<file path="config.mk">
export PLATFORM = sky130hd
export DESIGN_NAME = gate_bist
export DESIGN_NICKNAME = d
export VERILOG_FILES = /design/src/rtl/gate_bist_pkg.sv /design/src/rtl/gate_bist_golden.sv /design/src/rtl/gate_bist.sv
export SDC_FILE = /design/constraint.sdc
export NUM_CORES = 1
export LEC_CHECK = 0
export CORE_MARGIN = 1
export CORE_UTILIZATION = 49
export CTS_BUF_LIST = sky130_fd_sc_hd__clkbuf_4
export CTS_CLUSTER_SIZE = 14
export DETAILED_ROUTE_END_ITERATION = 8
export PLACE_DENSITY = 0.82
export SETUP_SLACK_MARGIN = 0.4
export SKIP_CTS_REPAIR_TIMING = 1
export SLEW_MARGIN = 20
export SYNTH_ARGS = -nofsm -noshare
export SYNTH_HDL_FRONTEND = slang
export SYNTH_SLANG_ARGS = --single-unit
</file>
<file path="constraint.sdc">
create_clock -name i_clk -period 1.7 [get_ports i_clk]
set_input_delay 0.34 -clock i_clk [delete_from_list [all_inputs] [get_ports i_clk]]
set_output_delay 0.34 -clock i_clk [all_outputs]
set_load 0.01 [all_outputs]
</file>
<file path="src/rtl/gate_bist_pkg.sv">
// gate_bist_pkg: shared constants for the gate truth-table self-test.
// Contents: FSM state encodings, response bit positions, the golden
// response table and the legal SETTLE_CYCLES range.
package gate_bist_pkg;

    // FSM state encodings
    localparam logic [1:0] ST_IDLE   = 2'd0;
    localparam logic [1:0] ST_SETTLE = 2'd1;
    localparam logic [1:0] ST_SAMPLE = 2'd2;
    localparam logic [1:0] ST_DONE   = 2'd3;

    typedef logic [1:0] state_t;

    // Bit positions inside the 7-bit gate response bundle
    localparam int unsigned RESP_AND  = 0;
    localparam int unsigned RESP_OR   = 1;
    localparam int unsigned RESP_NAND = 2;
    localparam int unsigned RESP_NOR  = 3;
    localparam int unsigned RESP_NOTB = 4;
    localparam int unsigned RESP_XOR  = 5;
    localparam int unsigned RESP_XNOR = 6;

    localparam int unsigned RESP_W = 7;

    // Legal range of the settle delay (counter is 4 bits wide)
    localparam int unsigned SETTLE_MIN = 1;
    localparam int unsigned SETTLE_MAX = 15;

    // Expected gate outputs indexed by vector {a,b}
    localparam logic [RESP_W-1:0] GOLDEN [0:3] = '{7'h5C, 7'h26, 7'h36, 7'h43};

    // Golden response lookup for one input vector
    function automatic logic [RESP_W-1:0] golden_resp(input logic [1:0] vec);
        return GOLDEN[vec];
    endfunction

endpackage

</file>
<file path="src/rtl/gate_bist_golden.sv">
// gate_bist_golden: combinational map from input vector {a,b} to the
// expected 7-bit gate response.
module gate_bist_golden
    import gate_bist_pkg::*;
(
    input  logic [1:0]        i_vec,
    output logic [RESP_W-1:0] o_resp
);

    // Table lookup of the expected response for the current vector
    always_comb begin
        o_resp = golden_resp(i_vec);
    end

endmodule

</file>
<file path="src/rtl/gate_bist.sv">
// gate_bist: truth-table self-test sequencer for the two-input gate block.
// Walks {a,b} through 00,01,10,11, holds each vector SETTLE_CYCLES cycles,
// samples the gate response for one cycle and records per-vector mismatches.
// Optional build macro: GATE_BIST_CAPTURE_EN -- when defined, the index and
// response of the first failing vector in a run are captured; otherwise the
// first_fail outputs are tied to zero and no capture registers exist.
module gate_bist
    import gate_bist_pkg::*;
#(
    parameter int unsigned SETTLE_CYCLES = 2   // legal range 1..15
) (
    input  logic              i_clk,
    input  logic              i_rst_n,
    input  logic              i_start,
    input  logic [RESP_W-1:0] i_resp,
    output logic              o_stim_a,
    output logic              o_stim_b,
    output logic              o_busy,
    output logic              o_done,
    output logic              o_pass,
    output logic [3:0]        o_fail_vec,
    output logic [1:0]        o_first_fail_idx,
    output logic [RESP_W-1:0] o_first_fail_rsp
);

    localparam logic [3:0] CNT_LAST = 4'(SETTLE_CYCLES - 1);

    state_t            r_state;
    logic [1:0]        r_vec;
    logic [3:0]        r_cnt;
    logic              r_busy;
    logic              r_done;
    logic              r_pass;
    logic [3:0]        r_fail_vec;

    logic [RESP_W-1:0] w_golden;
    logic              w_mismatch;
    logic [3:0]        w_fail_next;

    gate_bist_golden u_golden (
        .i_vec  (r_vec),
        .o_resp (w_golden)
    );

    // Compare the sampled response and form the updated fail vector
    always_comb begin
        w_mismatch         = (i_resp != w_golden);
        w_fail_next        = r_fail_vec;
        w_fail_next[r_vec] = w_mismatch;
    end

    // Sequencer FSM: vector stepping, settle counting, result recording
    always_ff @(posedge i_clk) begin
        if (!i_rst_n) begin
            r_state    <= ST_IDLE;
            r_vec      <= 2'd0;
            r_cnt      <= 4'd0;
            r_busy     <= 1'b0;
            r_done     <= 1'b0;
            r_pass     <= 1'b0;
            r_fail_vec <= 4'd0;
        end else begin
            case (r_state)
                ST_IDLE: begin
                    if (i_start) begin
                        r_state    <= ST_SETTLE;
                        r_vec      <= 2'd0;
                        r_cnt      <= 4'd0;
                        r_fail_vec <= 4'd0;
                        r_pass     <= 1'b0;
                        r_busy     <= 1'b1;
                    end else begin
                        r_state    <= ST_IDLE;
                    end
                end
                ST_SETTLE: begin
                    r_cnt <= r_cnt + 4'd1;
                    if (r_cnt == CNT_LAST) begin
                        r_state <= ST_SAMPLE;
                    end else begin
                        r_state <= ST_SETTLE;
                    end
                end
                ST_SAMPLE: begin
                    r_fail_vec <= w_fail_next;
                    if (r_vec == 2'd3) begin
                        // Last vector: pass is judged on the fully updated vector
                        r_state <= ST_DONE;
                        r_done  <= 1'b1;
                        r_pass  <= (w_fail_next == 4'd0);
                    end else begin
                        r_vec   <= r_vec + 2'd1;
                        r_cnt   <= 4'd0;
                        r_state <= ST_SETTLE;
                    end
                end
                ST_DONE: begin
                    r_state <= ST_IDLE;
                    r_busy  <= 1'b0;
                    r_done  <= 1'b0;
                end
                default: begin
                    r_state <= ST_IDLE;
                    r_busy  <= 1'b0;
                    r_done  <= 1'b0;
                end
            endcase
        end
    end

`ifdef GATE_BIST_CAPTURE_EN
    logic              r_ff_valid;
    logic [1:0]        r_ff_idx;
    logic [RESP_W-1:0] r_ff_rsp;

    // Capture the first mismatching vector of a run; later ones are ignored
    always_ff @(posedge i_clk) begin
        if (!i_rst_n) begin
            r_ff_valid <= 1'b0;
            r_ff_idx   <= 2'd0;
            r_ff_rsp   <= '0;
        end else if ((r_state == ST_IDLE) && i_start) begin
            r_ff_valid <= 1'b0;
            r_ff_idx   <= 2'd0;
            r_ff_rsp   <= '0;
        end else if ((r_state == ST_SAMPLE) && w_mismatch && !r_ff_valid) begin
            r_ff_valid <= 1'b1;
            r_ff_idx   <= r_vec;
            r_ff_rsp   <= i_resp;
        end else begin
            r_ff_valid <= r_ff_valid;
        end
    end

    assign o_first_fail_idx = r_ff_idx;
    assign o_first_fail_rsp = r_ff_rsp;
`else
    assign o_first_fail_idx = 2'd0;
    assign o_first_fail_rsp = '0;
`endif

    // The vector register drives the gate inputs directly, so stim is registered
    assign o_stim_a   = r_vec[1];
    assign o_stim_b   = r_vec[0];
    assign o_busy     = r_busy;
    assign o_done     = r_done;
    assign o_pass     = r_pass;
    assign o_fail_vec = r_fail_vec;

endmodule
</file>
======== Word level (Yosys, flattened, before mapping) ========
Index checks and enable logic that the tools add are counted.
storage, ports and cells
  register bits ........................... 15
  latch bits .............................. 0
  bits in writable memories ............... 0
  ROM bits ................................ 0
  bits of input ports ..................... 10
  memories kept ........................... 0
operators by class
  $add $sub $neg .......................... 2
  $mul .................................... 0
  div/mod/pow operators ................... 0
  magnitude comparators ................... 3
  equal/unequal tests ..................... 9
  shift-type cells ........................ 0
  mux-type cells .......................... 24
  bitwise logic cells ..................... 1
  reductions and logical operators ........ 13
operators with widths
  operator                                                              number
  7-bit binary-select mux with 2-bit select                             1
  7-bit two-way mux                                                     2
  4-bit case mux with 3 select lines                                    1
  3-bit AND reduction                                                   3
  2-bit two-way mux                                                     4
  4-bit two-way mux                                                     2
  2-bit case mux with 4 select lines                                    1
  4-bit case mux with 2 select lines                                    1
  7-bit != test                                                         1
  2-bit == test, second input constant                                  3
  1-bit two-way mux                                                     6
  2-bit != test, second input constant                                  3
  1-bit case mux with 2 select lines                                    3
  2-bit AND reduction                                                   3
  2-bit nonzero test                                                    3
  4-bit by 1-bit adder with 4-bit output, second input constant         1
  4-bit bitwise mux                                                     1
  4-bit by 1-bit == test with 1-bit output, second input constant       1
  4-bit zero test                                                       1
  2-bit case mux with 2 select lines                                    1
  3-bit >= comparator, second input constant                            1
  2-bit by 3-bit < comparator with 1-bit output, second input constant  1
  2-bit inverter with 3-bit output                                      1
  3-bit nonzero test                                                    1
  other kinds (6)                                                       6

======== Depth between registers and ports, before layout ========
  word-level depth ........................ 9
  mapped depth ............................ 6
  gate-level depth less buffers ........... 6

======== Hierarchy ========
From an unflattened synthesis, not the netlist that was laid out.
second synthesis, totals
  cells, all modules ...................... 125
  area total of the unflattened synthesis .. 1,039.7 um^2
by module, submodules not included
  module            times used  cells each  area an instance (um^2)  seq. area each (um^2)
  gate_bist         1           114         952.2                    300.3
  gate_bist_golden  1           11          87.6                     0.0

======== Worst setup path after synthesis ========
OpenSTA, ideal clock, no wires.
  path kind ............................... register to register
  from .................................... register r_vec[0]
  to ...................................... register r_pass (netlist: o_pass)
  library setup time ...................... 0.115 ns
  arrival time ............................ 1.496 ns
  required time ........................... 1.585 ns
  path slack .............................. 0.088 ns
  cell stages (with the launch flop) ...... 7
  buffers on the path ..................... 0
  period minus slack after synthesis ...... 1.612 ns
  path through ............................ dfxtp_1 > inv_1 > ha_1 > and3b_1 > a21oi_1 > nor3_4 > a31o_1
between the ends
  word-level cells in the longest chain between the ends .. 9
  elaborated cells between the ends (all ways) .. 17
  classes of those cells .................. order compare: 2; eq/ne: 3; mux: 8; bitwise: 1; reduce/logical: 3
RTL lines
  what                                                    line                 source
  from (decl)                                             gate_bist.sv:29      logic [1:0] r_vec;
  from (signal assigned)                                  gate_bist.sv:92      r_vec <= r_vec + 2'd1;
  2-bit inverter with 3-bit output (not written as such)  gate_bist_pkg.sv:34  return GOLDEN[vec];
  7-bit binary-select mux with 2-bit select               gate_bist_pkg.sv:34
  7-bit two-way mux (not written as such) (2 in a row)    gate_bist_pkg.sv:34
  7-bit != test                                           gate_bist.sv:47      w_mismatch = (i_resp != w_golden);
  4-bit bitwise mux                                       gate_bist.sv:49      w_fail_next[r_vec] = w_mismatch;
  4-bit zero test                                         gate_bist.sv:90      r_pass <= (w_fail_next == 4'd0);
  1-bit two-way mux                                       gate_bist.sv:86      if (r_vec == 2'd3) begin
  1-bit case mux with 2 select lines                      gate_bist.sv:63      case (r_state)
  to (signal assigned)                                    gate_bist.sv:90
  to (decl)                                               gate_bist.sv:33      logic r_pass;
Several ways; a longest one is shown, not always the timed one. The select of a mux whose other input is x is not followed.
A chain may end at the register's enable or synchronous reset.

======== Worst setup path after layout ========
Ends and elaborated chain as after synthesis.

==> impl_metrics.ini <==
[floorplan]
design.portCount = 28
die_width_microns = 46.83
floorplan.rows = 15
core_area_sq_um = 1802
initial_utilization_pct = 54.65
die_height_microns = 46.83
die_area_sq_um = 2193

[detailed_routing]
initialDrtViolationCount = 10
via_per_inst = 4.963
route.detailed.wl_per_inst_microns = 11.96
drc = 0
detail_route.first_pass.iterations = 4
routed-via-count = 809
postRouteAntennaNets = 0
routed_wirelength_microns = 1950

[power_and_ir_drop]
net-switching-power_w = 0.0001815
seq_power_share_pct = 54.1
clock_power_share_pct = 29.1
power_per_standard_cell_area_nw_per_um2 = 523.5
vdd.ir_drop.worst_v = 0.0004697
leakage_nw = 0.7068
p_int_w = 0.0005030
switching_share_pct = 26.51
comb_power_share_pct = 16.8

[yosys]
yosysSeqAreaShare_pct = 30.50
postSynthRegisterBits = 15
number_of_synthesized_flops_with_an_enable_pin = 0
synth_cells = 118
synthTopCellsByArea = sky130_fd_sc_hd__dfxtp_1 (30%), sky130_fd_sc_hd__ha_1 (10%), sky130_fd_sc_hd__buf_4 (7.6%), sky130_fd_sc_hd__nand2_1 (5.3%), sky130_fd_sc_hd__a21oi_1 (4.1%)
synthesis.area_per_instance_sq_um = 8.345
syn_std_cell_area_sq_um = 984.7
async_flop_share_pct = 0
netlist.top_cell.by_area = sky130_fd_sc_hd__dfxtp_1
synth_ff_type = sky130_fd_sc_hd__dfxtp_1
yosysTopAreaCellShare_pct = 30.50
yosys_warnings = 0
synth_cell_types = 36

[grt]
grt_first_pass_wirelength_microns = 2898
remaining_global_route_overflow = 0
antenna_found_initial = 0
grt_pass1_vias = 682
grt.total_usage_pct = 19.10
grt_start_max_net_pins = 18

[setup_path]
critical_path_class = reg -> reg
crit-reg2reg-capture = o_pass
cells_traversed_along_the_worst_timing_path = inv_4 > ha_1 > nor2_2 > xnor2_2 > nor3_4 > a31o_1
critical_path_startpoint_category = register
timing.critical_path.arrival_ns = 1.66
timing.critical_path.to_type = register
top_fanout_value_on_the_critical_path = 7
cpMaxStageDelayCell = sky130_fd_sc_hd__dfxtp_4
critPathRequiredTime_ns = 1.94
cpPeakStageDelay_ns = 0.41
worst-r2r-cell-count = 6
critical_path.reg2reg.startpoint = r_vec[0]
ff2ff_setup_slack_ns = 0.28

[cells_and_area]
final.fill_count = 152
final_layout_size_suffix_gt1_share_pct = 20.29
post-route-util_pct = 72.57
syn_to_final_growth_pct = 32.78
cell_count_final_fillers_out = 163
design.final.nets = 157
num_antenna_cells = 0

[placed_design]
gp_routability_congestion = 0.7507
place.detailed.hpwl_microns = 1495
portBuffers = 18
dp_cells = 158

[sta]
layout_worst_path_cycle_share_pct = 83.61
final-setup-viol-count = 0
worst_clock_skew_ns = 0.005907
finalWorstPathRequiredPeriod_ns = 1.421
hold_viol = 0
timing.setup.tns_ns = 0
timing_max_transition_violations_final = 0
rsz0062_at_grt = yes
max_freq_ghz = 0.7036

[clock_tree]
clk_latency_ns = 0.28
root_buffer = sky130_fd_sc_hd__clkbuf_4
h_tree_depth = 1
cts_max_path_bufs = 2
tritoncts_clock_tree = yes
clk_transition_reported_paths_ns = 0.09
cts.sink_count = 15
numCtsBuffers = 3

[status]
result_of_the_run = finished, final reports clean

[min_path]
hold-path-endpoint = r_state[0]
min_delay_path_depth = 4
hold_path.startpoint = i_start
worst_hold_path_type = in -> reg

[job]
max_cap_viol_count = 0
[how the worst max path moves through the flow]
stage               startpoint  slack [ns]             to  depth (start not counted)
floorplan             r_vec[0]        0.37       r_vec[1]                          6
global placement       i_start        0.11         o_pass                          5
detailed placement   i_resp[1]        0.05  o_fail_vec[2]                          5
CTS                   r_vec[0]        0.13       o_stim_b                          1
global route          r_vec[0]        0.19         o_pass                          6
finish                r_vec[0]        0.28         o_pass                          6
[worst max-delay path: cells and delay by family (launching register included)]
kind / cells / cell delay, ns
xor gates and xnor gates: 1 / 0.09
adders and majority gates: 1 / 0.23
DFF: 1 / 0.41
AOI/OAI and AO/OA: 1 / 0.17
and+or+nand+nor: 2 / 0.41
buffers and inverters: 1 / 0.06
[final cells by class]
| cell class | count | area [sq um] | area share (%) |
|---|---|---|---|
| clock buffers | 3 | 22.52 | 1.722 |
| clock inverters | 1 | 5.005 | 0.3828 |
| inverters | 7 | 33.78 | 2.584 |
| multi-input cells | 91 | 673.1 | 51.48 |
| flip-flops and latches | 15 | 314.1 | 24.02 |
| well taps | 25 | 31.28 | 2.392 |
| repair buffers | 21 | 227.7 | 17.42 |
[cells by family (layout without fill, tap and decap cells)]
logic type,after synthesis,count (layout),share of synthesized area [%]
compound gates,24,24,14.87
xor+xnor,7,7,6.989
fa+ha+maj,8,8,10.17
buf+inv,20,32,12.32
flops,15,15,30.50
mux,1,1,1.017
other cells,1,9,0.3808
simple gates,42,42,23.76
[state kept, by name (all words and copies together) (netlist names)]
name / cells
r_vec: 2
r_cnt: 4
o_pass: 1
o_fail_vec: 4
o_busy: 1
r_state: 2
o_done: 1
[cell usage after synthesis, types with 4 or more instances]
master	n
sky130_fd_sc_hd__a21oi_1	8
sky130_fd_sc_hd__and2_1	4
sky130_fd_sc_hd__buf_4	10
sky130_fd_sc_hd__dfxtp_1	15
sky130_fd_sc_hd__ha_1	8
sky130_fd_sc_hd__inv_1	7
sky130_fd_sc_hd__nand2_1	14
sky130_fd_sc_hd__nor2_1	7
sky130_fd_sc_hd__o21ai_0	6
sky130_fd_sc_hd__xor2_1	4
[metal layers]
layer | wire length [microns] | share of wire, % | up-vias | global-route usage, %
met5 | 0 | 0 | - | 0
met1 | 885 | 45 | 366 | 22.72
li1 | - | - | 420 | -
met4 | 10 | 0.51 | 0 | 5.143
met3 | 79 | 4.1 | 2 | 5.769
met2 | 975 | 50 | 21 | 33.33
[through the flow]
step | total power [W] | setup slack, ns | hold slack [ns] | instance area (sq um)
4_1_cts | 0.0006835 | 0.1278 | 0.4985 | 1222
6_report | 0.0006845 | 0.2786 | 0.4794 | 1308
2_1_floorplan | 0.0004575 | 0.3712 | 0.4800 | 1064
5_1_grt | 0.0007166 | 0.1886 | 0.5134 | 1308
3_3_place_gp | 0.0004847 | 0.1130 | 0.4706 | 1195
3_5_place_dp | 0.0004877 | 0.05460 | 0.4772 | 1195
[placed cells by master, fill, tap and decap left out, types with 2 or more instances in the layout]
cell type                         synthesis  layout
sky130_fd_sc_hd__clkdlybuf4s50_1          0       8
sky130_fd_sc_hd__nand2b_1                 3       3
sky130_fd_sc_hd__dfxtp_4                  0       3
sky130_fd_sc_hd__and3b_1                  2       2
sky130_fd_sc_hd__ha_4                     0       3
sky130_fd_sc_hd__clkbuf_4                 0       3
sky130_fd_sc_hd__conb_1                   1       9
sky130_fd_sc_hd__nand3_1                  2       2
sky130_fd_sc_hd__nor2_1                   7       6
sky130_fd_sc_hd__and2_1                   4       4
sky130_fd_sc_hd__dfxtp_2                  0       2
sky130_fd_sc_hd__a21oi_1                  8       7
sky130_fd_sc_hd__inv_1                    7       5
sky130_fd_sc_hd__dlymetal6s2s_1           0      10
sky130_fd_sc_hd__nand2_1                 14      14
sky130_fd_sc_hd__o22ai_1                  3       3
sky130_fd_sc_hd__o21ai_0                  6       4
sky130_fd_sc_hd__dfxtp_1                 15      10
sky130_fd_sc_hd__xor2_1                   4       3
sky130_fd_sc_hd__xnor2_2                  1       3
sky130_fd_sc_hd__nor2b_1                  3       3
sky130_fd_sc_hd__ha_1                     8       5
sky130_fd_sc_hd__buf_4                   10       3
[power groups by stage]
stage	clock network [W]	registers (W)	logic (W)
floorplan	0	0.000372	0.0000853
global placement	0	0.000378	0.000107
detailed placement	0	0.000378	0.000110
CTS	0.000204	0.000370	0.000110
global route	0.000217	0.000372	0.000128
finish	0.000199	0.000371	0.000115
No activity file was read; power rests on OpenSTA's default activity.
